===== config.mk =====
export PLATFORM = sky130hd
export DESIGN_NAME = vr_commit_engine
export DESIGN_NICKNAME = d
export VERILOG_FILES = /design/src/rtl/vr_commit_engine_pkg.sv /design/src/rtl/vr_commit_engine_datapath.sv /design/src/rtl/vr_commit_engine.sv
export SDC_FILE = /design/constraint.sdc
export NUM_CORES = 2
export LEC_CHECK = 0
export CAP_MARGIN = 25
export CORE_AREA = 2 2 414 416
export CTS_CLUSTER_DIAMETER = 40
export CTS_CLUSTER_SIZE = 20
export DETAILED_ROUTE_END_ITERATION = 8
export DIE_AREA = 0 0 416 418
export GPL_ROUTABILITY_DRIVEN = 0
export MAX_ROUTING_LAYER = met4
export PLACE_DENSITY = 0.5
export SYNTH_ARGS = -nofsm -noshare
export SYNTH_HDL_FRONTEND = slang
export SYNTH_SLANG_ARGS = --single-unit

===== constraint.sdc =====
create_clock -name clk -period 18 [get_ports clk]
set_input_delay 2.7 -clock clk [delete_from_list [all_inputs] [get_ports clk]]
set_output_delay 2.7 -clock clk [all_outputs]
set_load 0.02 [all_outputs]

===== src/rtl/vr_commit_engine_pkg.sv =====
// Shared types for the replica commit engine and the log-entry header store.
// Header layout, commit request/completion records and status codes.
// Optional statistics are enabled by defining VR_COMMIT_STATS_EN.
package vr_commit_engine_pkg;

  localparam int INT_W           = 64;
  localparam int LOG_DEPTH_W     = 10;
  localparam int LOG_ENTRY_HDR_W = 320;

  // A walk longer than the log depth would revisit aliased slots.
  localparam logic [INT_W-1:0] LOG_SPAN = 64'd1 << LOG_DEPTH_W;
  localparam logic [INT_W-1:0] INT_ONE  = 64'd1;

  localparam logic [7:0] LOG_STATE_COMMITED = 8'h00;
  localparam logic [7:0] LOG_STATE_PREPARED = 8'h01;

  typedef struct packed {
    logic [INT_W-1:0] view;
    logic [INT_W-1:0] op_num;
    logic [INT_W-1:0] client_id;
    logic [INT_W-1:0] req_num;
    logic [7:0]       log_entry_state;
    logic [55:0]      rsvd;
  } log_entry_hdr;

  typedef struct packed {
    logic [INT_W-1:0] view;
    logic [INT_W-1:0] opnum;
  } commit_req;

  typedef enum logic [1:0] {
    CMT_OK    = 2'd0,
    CMT_STALE = 2'd1,
    CMT_GAP   = 2'd2,
    CMT_RANGE = 2'd3
  } cmt_status;

  typedef struct packed {
    logic [INT_W-1:0] count;
    cmt_status        status;
  } commit_done;

  // Same header with only the state field rewritten to committed.
  function automatic log_entry_hdr commit_hdr(input log_entry_hdr h);
    log_entry_hdr r;
    r = h;
    r.log_entry_state = LOG_STATE_COMMITED;
    return r;
  endfunction

endpackage


===== src/rtl/vr_commit_engine_datapath.sv =====
// Commit engine datapath: latched request, walk pointer, count, last_commit, header rewrite.
// Latency: registers update on the cycle the FSM strobes them; compare outputs are combinational.
// Backpressure: none of its own; strobes only fire on handshakes decided by the FSM.
module vr_commit_engine_datapath
  import vr_commit_engine_pkg::*;
(
  input  logic                   clk,
  input  logic                   rst_n,
  input  logic                   setup_load,
  input  logic [INT_W-1:0]       setup_last_commit,
  input  logic [INT_W-1:0]       curr_view,
  input  logic                   req_load,
  input  commit_req              req_in,
  input  logic                   walk_start,
  input  logic                   hdr_load,
  input  log_entry_hdr           hdr_in,
  input  logic                   wr_commit,
  input  logic                   cur_advance,
  input  logic                   status_load,
  input  cmt_status              status_in,
  input  logic                   done_clear,
  output logic                   stale,
  output logic                   range_err,
  output logic                   hdr_match,
  output logic                   at_target,
  output logic [LOG_DEPTH_W-1:0] cur_addr,
  output log_entry_hdr           wr_hdr,
  output commit_done             done_rec,
  output logic [INT_W-1:0]       last_commit
);

  commit_req        req_q;
  cmt_status        status_q;
  logic [INT_W-1:0] cur;
  logic [INT_W-1:0] count;
  log_entry_hdr     hdr_q;
  logic [INT_W-1:0] span;

  // Latch the accepted request and the completion status.
  always_ff @(posedge clk) begin
    if (!rst_n) begin
      req_q    <= '0;
      status_q <= CMT_OK;
    end else begin
      if (req_load)    req_q    <= req_in;
      if (status_load) status_q <= status_in;
    end
  end

  // Walk pointer: starts just past last_commit, steps after each write.
  always_ff @(posedge clk) begin
    if (!rst_n)           cur <= '0;
    else if (walk_start)  cur <= last_commit + INT_ONE;
    else if (cur_advance) cur <= cur + INT_ONE;
  end

  // Hold the header read back so the write payload stays stable under backpressure.
  always_ff @(posedge clk) begin
    if (!rst_n)        hdr_q <= '0;
    else if (hdr_load) hdr_q <= hdr_in;
  end

  // last_commit moves on setup or on each accepted header write; count tracks this request.
  always_ff @(posedge clk) begin
    if (!rst_n) begin
      last_commit <= '0;
      count       <= '0;
    end else begin
      if (setup_load)     last_commit <= setup_last_commit;
      else if (wr_commit) last_commit <= cur;
      if (wr_commit)       count <= count + INT_ONE;
      else if (done_clear) count <= '0;
    end
  end

  // Unsigned distance; only meaningful once opnum > last_commit is known.
  assign span      = req_q.opnum - last_commit;
  assign stale     = (req_q.view != curr_view) || (req_q.opnum <= last_commit);
  assign range_err = span > LOG_SPAN;
  // An entry whose op/view do not match has not been prepared yet.
  assign hdr_match = (hdr_in.op_num == cur) && (hdr_in.view == req_q.view);
  assign at_target = (cur == req_q.opnum);
  assign cur_addr  = cur[LOG_DEPTH_W-1:0];
  assign wr_hdr    = commit_hdr(hdr_q);
  assign done_rec  = '{count: count, status: status_q};

endmodule


===== src/rtl/vr_commit_engine.sv =====
// Commit sequencer: walks last_commit+1..opnum, rewrites each header as committed. Stats: VR_COMMIT_STATS_EN.
// Latency: 3N+2 cycles from accept to done for N entries with zero-wait header memory.
// Backpressure: val/rdy on every port; one memory transaction outstanding; request rdy only in IDLE.
module vr_commit_engine
  import vr_commit_engine_pkg::*;
(
  input  logic                       clk,
  input  logic                       rst_n,
  input  logic                       setup_val,
  input  logic [INT_W-1:0]           setup_last_commit,
  input  logic [INT_W-1:0]           curr_view,
  input  logic                       cmt_req_val,
  input  logic [INT_W-1:0]           cmt_req_view,
  input  logic [INT_W-1:0]           cmt_req_opnum,
  output logic                       cmt_req_rdy,
  output logic                       hdr_rd_req_val,
  output logic [LOG_DEPTH_W-1:0]     hdr_rd_req_addr,
  input  logic                       hdr_rd_req_rdy,
  input  logic                       hdr_rd_resp_val,
  input  logic [LOG_ENTRY_HDR_W-1:0] hdr_rd_resp_data,
  output logic                       hdr_rd_resp_rdy,
  output logic                       hdr_wr_req_val,
  output logic [LOG_DEPTH_W-1:0]     hdr_wr_req_addr,
  output logic [LOG_ENTRY_HDR_W-1:0] hdr_wr_req_data,
  input  logic                       hdr_wr_req_rdy,
  output logic                       cmt_done_val,
  output logic [INT_W-1:0]           cmt_done_count,
  output logic [1:0]                 cmt_done_status,
  input  logic                       cmt_done_rdy,
  output logic [INT_W-1:0]           last_commit
`ifdef VR_COMMIT_STATS_EN
  ,
  output logic [INT_W-1:0]           stat_committed,
  output logic [31:0]                stat_gaps
`endif
);

  localparam logic [2:0] S_IDLE    = 3'd0;
  localparam logic [2:0] S_CHECK   = 3'd1;
  localparam logic [2:0] S_RD_REQ  = 3'd2;
  localparam logic [2:0] S_RD_RESP = 3'd3;
  localparam logic [2:0] S_WR      = 3'd4;
  localparam logic [2:0] S_DONE    = 3'd5;

  logic [2:0]   state, state_nxt;
  logic         req_fire, rd_fire, resp_fire, wr_fire, done_fire;
  logic         walk_start, hdr_load, cur_advance, status_load;
  cmt_status    status_in;
  logic         stale, range_err, hdr_match, at_target;
  logic [LOG_DEPTH_W-1:0] cur_addr;
  log_entry_hdr wr_hdr;
  commit_done   done_rec;

  // Setup wins over a same-cycle request, so the request is simply not accepted.
  assign cmt_req_rdy     = rst_n && (state == S_IDLE) && !setup_val;
  assign hdr_rd_req_val  = rst_n && (state == S_RD_REQ);
  assign hdr_rd_resp_rdy = rst_n && (state == S_RD_RESP);
  assign hdr_wr_req_val  = rst_n && (state == S_WR);
  assign cmt_done_val    = rst_n && (state == S_DONE);

  assign req_fire  = cmt_req_val && cmt_req_rdy;
  assign rd_fire   = hdr_rd_req_val && hdr_rd_req_rdy;
  assign resp_fire = hdr_rd_resp_val && hdr_rd_resp_rdy;
  assign wr_fire   = hdr_wr_req_val && hdr_wr_req_rdy;
  assign done_fire = cmt_done_val && cmt_done_rdy;

  assign hdr_rd_req_addr = cur_addr;
  assign hdr_wr_req_addr = cur_addr;
  assign hdr_wr_req_data = wr_hdr;
  assign cmt_done_count  = done_rec.count;
  assign cmt_done_status = done_rec.status;

  // State register; reset abandons any walk in progress.
  always_ff @(posedge clk) begin
    if (!rst_n) state <= S_IDLE;
    else        state <= state_nxt;
  end

  // Next-state and datapath strobes.
  always_comb begin
    state_nxt   = state;
    walk_start  = 1'b0;
    hdr_load    = 1'b0;
    cur_advance = 1'b0;
    status_load = 1'b0;
    status_in   = CMT_OK;
    case (state)
      S_IDLE: if (req_fire) state_nxt = S_CHECK;
      S_CHECK: begin
        if (stale) begin
          status_load = 1'b1;
          status_in   = CMT_STALE;
          state_nxt   = S_DONE;
        end else if (range_err) begin
          status_load = 1'b1;
          status_in   = CMT_RANGE;
          state_nxt   = S_DONE;
        end else begin
          walk_start = 1'b1;
          state_nxt  = S_RD_REQ;
        end
      end
      S_RD_REQ: if (rd_fire) state_nxt = S_RD_RESP;
      S_RD_RESP: begin
        if (resp_fire) begin
          if (hdr_match) begin
            hdr_load  = 1'b1;
            state_nxt = S_WR;
          end else begin
            status_load = 1'b1;
            status_in   = CMT_GAP;
            state_nxt   = S_DONE;
          end
        end
      end
      S_WR: begin
        if (wr_fire) begin
          if (at_target) begin
            status_load = 1'b1;
            status_in   = CMT_OK;
            state_nxt   = S_DONE;
          end else begin
            cur_advance = 1'b1;
            state_nxt   = S_RD_REQ;
          end
        end
      end
      S_DONE: if (done_fire) state_nxt = S_IDLE;
      default: state_nxt = S_IDLE;
    endcase
  end

  vr_commit_engine_datapath u_dp (
    .clk               (clk),
    .rst_n             (rst_n),
    .setup_load        (rst_n && (state == S_IDLE) && setup_val),
    .setup_last_commit (setup_last_commit),
    .curr_view         (curr_view),
    .req_load          (req_fire),
    .req_in            ('{view: cmt_req_view, opnum: cmt_req_opnum}),
    .walk_start        (walk_start),
    .hdr_load          (hdr_load),
    .hdr_in            (log_entry_hdr'(hdr_rd_resp_data)),
    .wr_commit         (wr_fire),
    .cur_advance       (cur_advance),
    .status_load       (status_load),
    .status_in         (status_in),
    .done_clear        (done_fire),
    .stale             (stale),
    .range_err         (range_err),
    .hdr_match         (hdr_match),
    .at_target         (at_target),
    .cur_addr          (cur_addr),
    .wr_hdr            (wr_hdr),
    .done_rec          (done_rec),
    .last_commit       (last_commit)
  );

`ifdef VR_COMMIT_STATS_EN
  // Saturating activity counters: headers written and GAP completions.
  always_ff @(posedge clk) begin
    if (!rst_n) begin
      stat_committed <= '0;
      stat_gaps      <= '0;
    end else begin
      if (wr_fire && (stat_committed != '1))
        stat_committed <= stat_committed + INT_ONE;
      if (done_fire && (done_rec.status == CMT_GAP) && (stat_gaps != '1))
        stat_gaps <= stat_gaps + 32'd1;
    end
  end
`endif

endmodule


# == Word level (Yosys, flattened, before mapping) ==
# Index checks and enable logic that the tools add are counted.
# word_totals
regBits,637
output_inout_bits,475
# classes
addsub,4
order_cmp,2
eq_ne,14
n_mux,37
n_reduce_logical,20
# ops
cell,count
2-to-1 mux 64 bit,6
"adder 64 x 1 -> 64 bit, second input constant",3
equality test 64 bit,3
"greater-than comparator 64 x 11 -> 1 bit, second input constant",1
<= comparator 64 bit,1
inequality test 64 bit,1
subtractor 64 bit,1
2-to-1 mux 3 bit,8
case mux 3 bit (6 select lines),1
2-to-1 mux 1 bit,16
logical AND 1 bit,13
2-to-1 mux 2 bit,4
"inequality test 2 bit, second input constant",4
"equality test 3 x 2 -> 1 bit, second input constant",2
"equality test 3 bit, second input constant",2
nonzero test 2 bit,3
AND reduction 5 bit,1
case mux 2 bit (2 select lines),1
"equality test 3 x 1 -> 1 bit, second input constant",1
zero test 3 bit,1
case mux 1 bit (3 select lines),1
"inequality test 2 x 1 -> 1 bit, second input constant",1
zero test 1 bit,1
logical OR 1 bit,1

# == Logic depth before layout (Yosys ltp) ==
# depth
ltp_word,7
depth_mapped,32
depth_no_buf,26

# == Hierarchy ==
# Synthesis repeated with hierarchy kept, for this count alone.
# unflattened
cells_unflattened,4140
hier_area_um2,36398.7
# by_module_without_submodules
mod,instances,cells_per_inst,area_each_um2,seq_area_each_um2
vr_commit_engine_datapath,1,4072,35896.9,12692.2
vr_commit_engine,1,68,501.7,60.1

# == Least setup slack after synthesis ==
# OpenSTA, ideal clock, no wires.
# synth_path
path_kind,input port to flip-flop
from,in curr_view[62]
to,reg u_dp.cur[54]
setup_time_ps,88
arrival_ps,7182
slack_ps,10730
path_stages,26
path_buffers,3
path_cell_list,xor2_1 nor4_1 nand4_1 nor4_1 nand3_1 a31oi_1 o311ai_0 nor3_1 nand4bb_1 buf_2 nor2_1 a21o_1 ha_1 nand3_1 nor3_1 nand2_1 nor3_1 and3_1 clkbuf_1 and2_1 and3_1 clkbuf_1 nand2_1 nor3_1 xnor2_1 a311oi_2
# synth_via
elab_chain_len,5
# synth_lines
item,line_no,source
from (decl),vr_commit_engine.sv:11,"input logic [INT_W-1:0] curr_view,"
inequality test 64 bit (*),vr_commit_engine_datapath.sv:78,assign stale = (req_q.view != curr_view) || (req_q.opnum <= last_commit);
logical OR 1 bit (*),vr_commit_engine_datapath.sv:78,
2-to-1 mux 1 bit (*),vr_commit_engine.sv:90,if (stale) begin
2-to-1 mux 1 bit (*),vr_commit_engine.sv:87,case (state)
2-to-1 mux 64 bit / nonzero test 2 bit (equally long branches),--,
to (signal assigned),vr_commit_engine_datapath.sv:53,else if (walk_start) cur <= last_commit + INT_ONE;
to (signal assigned),vr_commit_engine_datapath.sv:54,else if (cur_advance) cur <= cur + INT_ONE;
to (decl),vr_commit_engine_datapath.sv:34,logic [INT_W-1:0] cur;
# Mark *: on every way between the ends. The rest lies on a longest branch, timed or not.
# A chain may end at the register's enable or synchronous reset.

# == Worst setup path after layout ==
# layout_path
from,in curr_view[23]
to,reg u_dp.cur[54]
# Same word-level chain as after synthesis.

==> impl_metrics.toml <==
[status]
outcome = "finished, final reports clean"

[finish]
syn_to_final_growth_pct = 49.8
final_common_cell = "clkdlybuf4s50_1"
fill_cells = 18000
finalNetCount = 5813
drive_gt1_share_pct = 7.82
final_cell_mix = "clkdlybuf4s50_1, dfxtp_1, nand2_1, nor2_1, a21oi_1"

[global_routing]
grt_use_total_pct = 25.2
grt_pass1_wl_mm = 294
globalRoute.totalOverflow = 0
grt_max_degree = 169
antenna_found_initial = 74
grt_pass1_vias = 35500

[clock_tree]
cts-resized-gates = 0
clkTransAtPathRegs_ps = 50
postCtsHoldBufs = 0
numCtsBuffers = 146
root_buffer = "clkbuf_16"
clk_latency_ps = 810
clock_path_buffers = 3
cts_max_level = 4
cts_setup_buffers = 0
cts_sinks = 637
cts_tree = "done"

[critical_path]
worstReg2RegEnd = "u_dp.cur[54]"
required_ps = 18690
r2r_cells = 27
cp-end-kind = "flip-flop"
crit_type = "in2reg"
r2r_slack_ps = 8040
startpoint_type = "primary input"
cp_max_fo = 20
cp_data_arrival_time_ps = 10730
cp-startpoint = "curr_view[23]"
rr_startpoint = "u_dp.last_commit[17]"

[sta]
finalSetupViolCount = 0
rsz0062_at_grt = "no"
fin_hold_ws_ps = 458
period_share_pct = 55.8
clock.fmax_mhz = 99.6
slew_viol_final = 0
fin_crit_ps = 10040
hold_viol = 0
skew_ps = 53.2
tightest_slew_ps = 1220
relSlewSlack_pct = 16.3
timing.setup.tns_ps = 0

[drt]
drtAntennaViolNets = 0
totalWireLength_mm = 221
vias_per_cell = 4.90
routedWlPerCell_microns = 29.4
drc = 0
vias = 36900
initialDrtViolationCount = 3988
drt_first_pass_iters = 6

[synthesis]
yosysUniqueCellTypes = 89
yosys_warnings = 0
ys.flop_type = "dfxtp_1"
synth_area_per_cell_sq_um = 8.17
synthArstFlopShare_pct = 0
synthXorXnorAreaFrac_pct = 9.62
synth_cells = 4244
synth-compound-area-share_pct = 15.5
ys_ff_latch = 637
synth_edf_count = 0
seq_area_frac_synth_pct = 36.8
netlist_area_sq_um = 34700
synth_mux_area_share_pct = 9.55
yosys.area_share.simple_pct = 21.0
yosys.area_share.adder_pct = 2.38
synth_top_family_by_area = "simple AND/OR/NAND/NOR gates"

[pwr]
p_per_area_nw_per_um2 = 97.1
clkPwrFrac_pct = 53.7
p_int_mw = 3.53
p_comb_share_pct = 16.9
vdd_ir_drop_max_v = 0.000101
p_seq_share_pct = 29.4
power.net_switching_mw = 1.52
leakage_nw = 17.7
switching_share_pct = 30.0

[job]
drv_cap = 0

[die]
dieArea_sq_um = 174000
rows = 151
num_io_pins = 1059
core_area_sq_um = 169000
start_util_pct = 20.5
die_x_microns = 416
die_h_microns = 418

[placement]
port_buffers = 1042
dp_hpwl_mm = 183

[worst_hold_path]
min_from = "u_dp.req_q[89]"
hp-class = "reg2reg"
min_path_cells = 2
hold_path_end = "u_dp.req_q[89]"
registers in the layout, indices dropped and copies added, names as in the netlist:
signal / flops
u_dp.status_q: 2
u_dp.wr_hdr: 312
state: 3
u_dp.last_commit: 64
u_dp.req_q: 128
u_dp.count: 64
u_dp.cur: 64
cell type report:
| type | instances | area, sq um | area share [%] |
|---|---|---|---|
| flip-flops and latches | 637 | 12800 | 24.5 |
| multi-input cells | 3191 | 20200 | 38.9 |
| well taps | 2218 | 2780 | 5.34 |
| diodes | 25 | 62.6 | 0.120 |
| repair buffers | 1076 | 10700 | 20.6 |
| clock inverters | 85 | 986 | 1.90 |
| clock buffers | 181 | 4040 | 7.76 |
| inverters | 111 | 424 | 0.816 |
synthesized netlist by cell type (7+ instances only):
cell type	count	area [sq um]
dfxtp_1	637	12800
nand2_1	526	1970
nor2_1	510	1910
a21oi_1	346	1730
mux2i_1	323	3230
xnor2_1	262	2290
clkbuf_1	234	878
nand3_1	124	621
xor2_1	119	1040
nand4_1	112	701
inv_1	111	417
nor3_1	78	390
o21ai_0	75	375
ha_1	66	826
nor4_1	48	300
o211ai_1	46	345
a211oi_2	44	551
and3_1	43	269
a22oi_1	35	263
or3_1	34	213
buf_4	29	218
and4_1	28	245
o21a_1	28	210
a21o_1	27	203
or2_2	26	163
o21ai_1	25	125
buf_1	23	86.3
buf_2	19	95.1
a31oi_1	17	106
o221ai_1	16	140
and2_1	15	93.8
nand2b_1	13	81.3
o22ai_1	13	81.3
a221oi_1	11	96.3
a311oi_1	10	87.6
a211oi_1	9	67.6
o2111ai_1	9	78.8
a21oi_2	8	70.1
o2bb2ai_1	8	70.1
o31ai_1	8	60.1
or4_1	8	60.1
buf_6	7	78.8
mux2_2	7	78.8
per-stage QoR:
step | cell area (sq um) | power [mW] | setup WS (ps) | utilization (%) | std cells
after detailed placement | 46900 | 2.33 | 7370 | 27.7 | 7233
after floorplan | 34700 | 1.94 | 10730 | - | 4251
after global routing | 52000 | 5.21 | 7760 | 30.7 | 7515
final | 52000 | 5.05 | 7960 | 30.7 | 7524
after global placement | 46900 | 2.33 | 7460 | 27.7 | 7232
after CTS | 51900 | 5.07 | 8200 | 30.7 | 7499
power by group through the flow:
stage                     clock, mW  sequential [mW]  combinational [mW]
after global placement            0             1.51               0.820
final                          2.71             1.48               0.851
after detailed placement          0             1.51               0.822
after CTS                      2.77             1.48               0.827
after global routing           2.83             1.48               0.898
after floorplan                   0             1.50               0.441
worst max-delay path, stage by stage:
cell and delay (ps):
clkdlybuf4s50_1 430, xor2_1 150, nor4_1 750, nand4_1 210, nor4_1 270, nand3_1 390
a31oi_1 320, o311ai_0 270, nor3_1 240, nand4bb_1 820, buf_4 560, nor2_1 200
a21o_1 110, ha_1 240, nand3_1 190, nor3_1 280, nand2_1 190, nor3_1 500
and3_1 380, and2_1 250, and3_1 440, nand2_1 200, nor3_1 210, xnor2_1 110
a311oi_2 250
worst max-delay path by stage:
stage | endpoint | slack (ps) | depth (start not counted)
3_5_place_dp | u_dp.cur[54] | 7370 | 25
3_3_place_gp | u_dp.cur[54] | 7460 | 25
2_1_floorplan | u_dp.cur[54] | 10730 | 26
5_1_grt | u_dp.cur[54] | 7760 | 25
4_1_cts | u_dp.cur[54] | 8200 | 25
6_report | u_dp.cur[54] | 7960 | 25
kinds of logic (layout without fill, tap and decap cells):
| group | after synthesis | in the layout |
|---|---|---|
| muxes | 330 | 330 |
| adders and majority gates | 66 | 66 |
| buffers and inverters | 423 | 1453 |
| other | 1 | 33 |
| xor gates and xnor gates | 381 | 381 |
| and+or+nand+nor | 1597 | 1597 |
| AOI/OAI and AO/OA | 809 | 809 |
| DFF | 637 | 637 |
metal layers:
layer	GRT usage, %	routed length, microns	vias up
li1	-	-	16700
met1	27.2	81600	17700
met2	41.6	104000	1931
met3	7.88	21000	464
met4	12.7	14500	0
met5	-	0	-
Note: power is estimated with default switching activity, not from simulation.
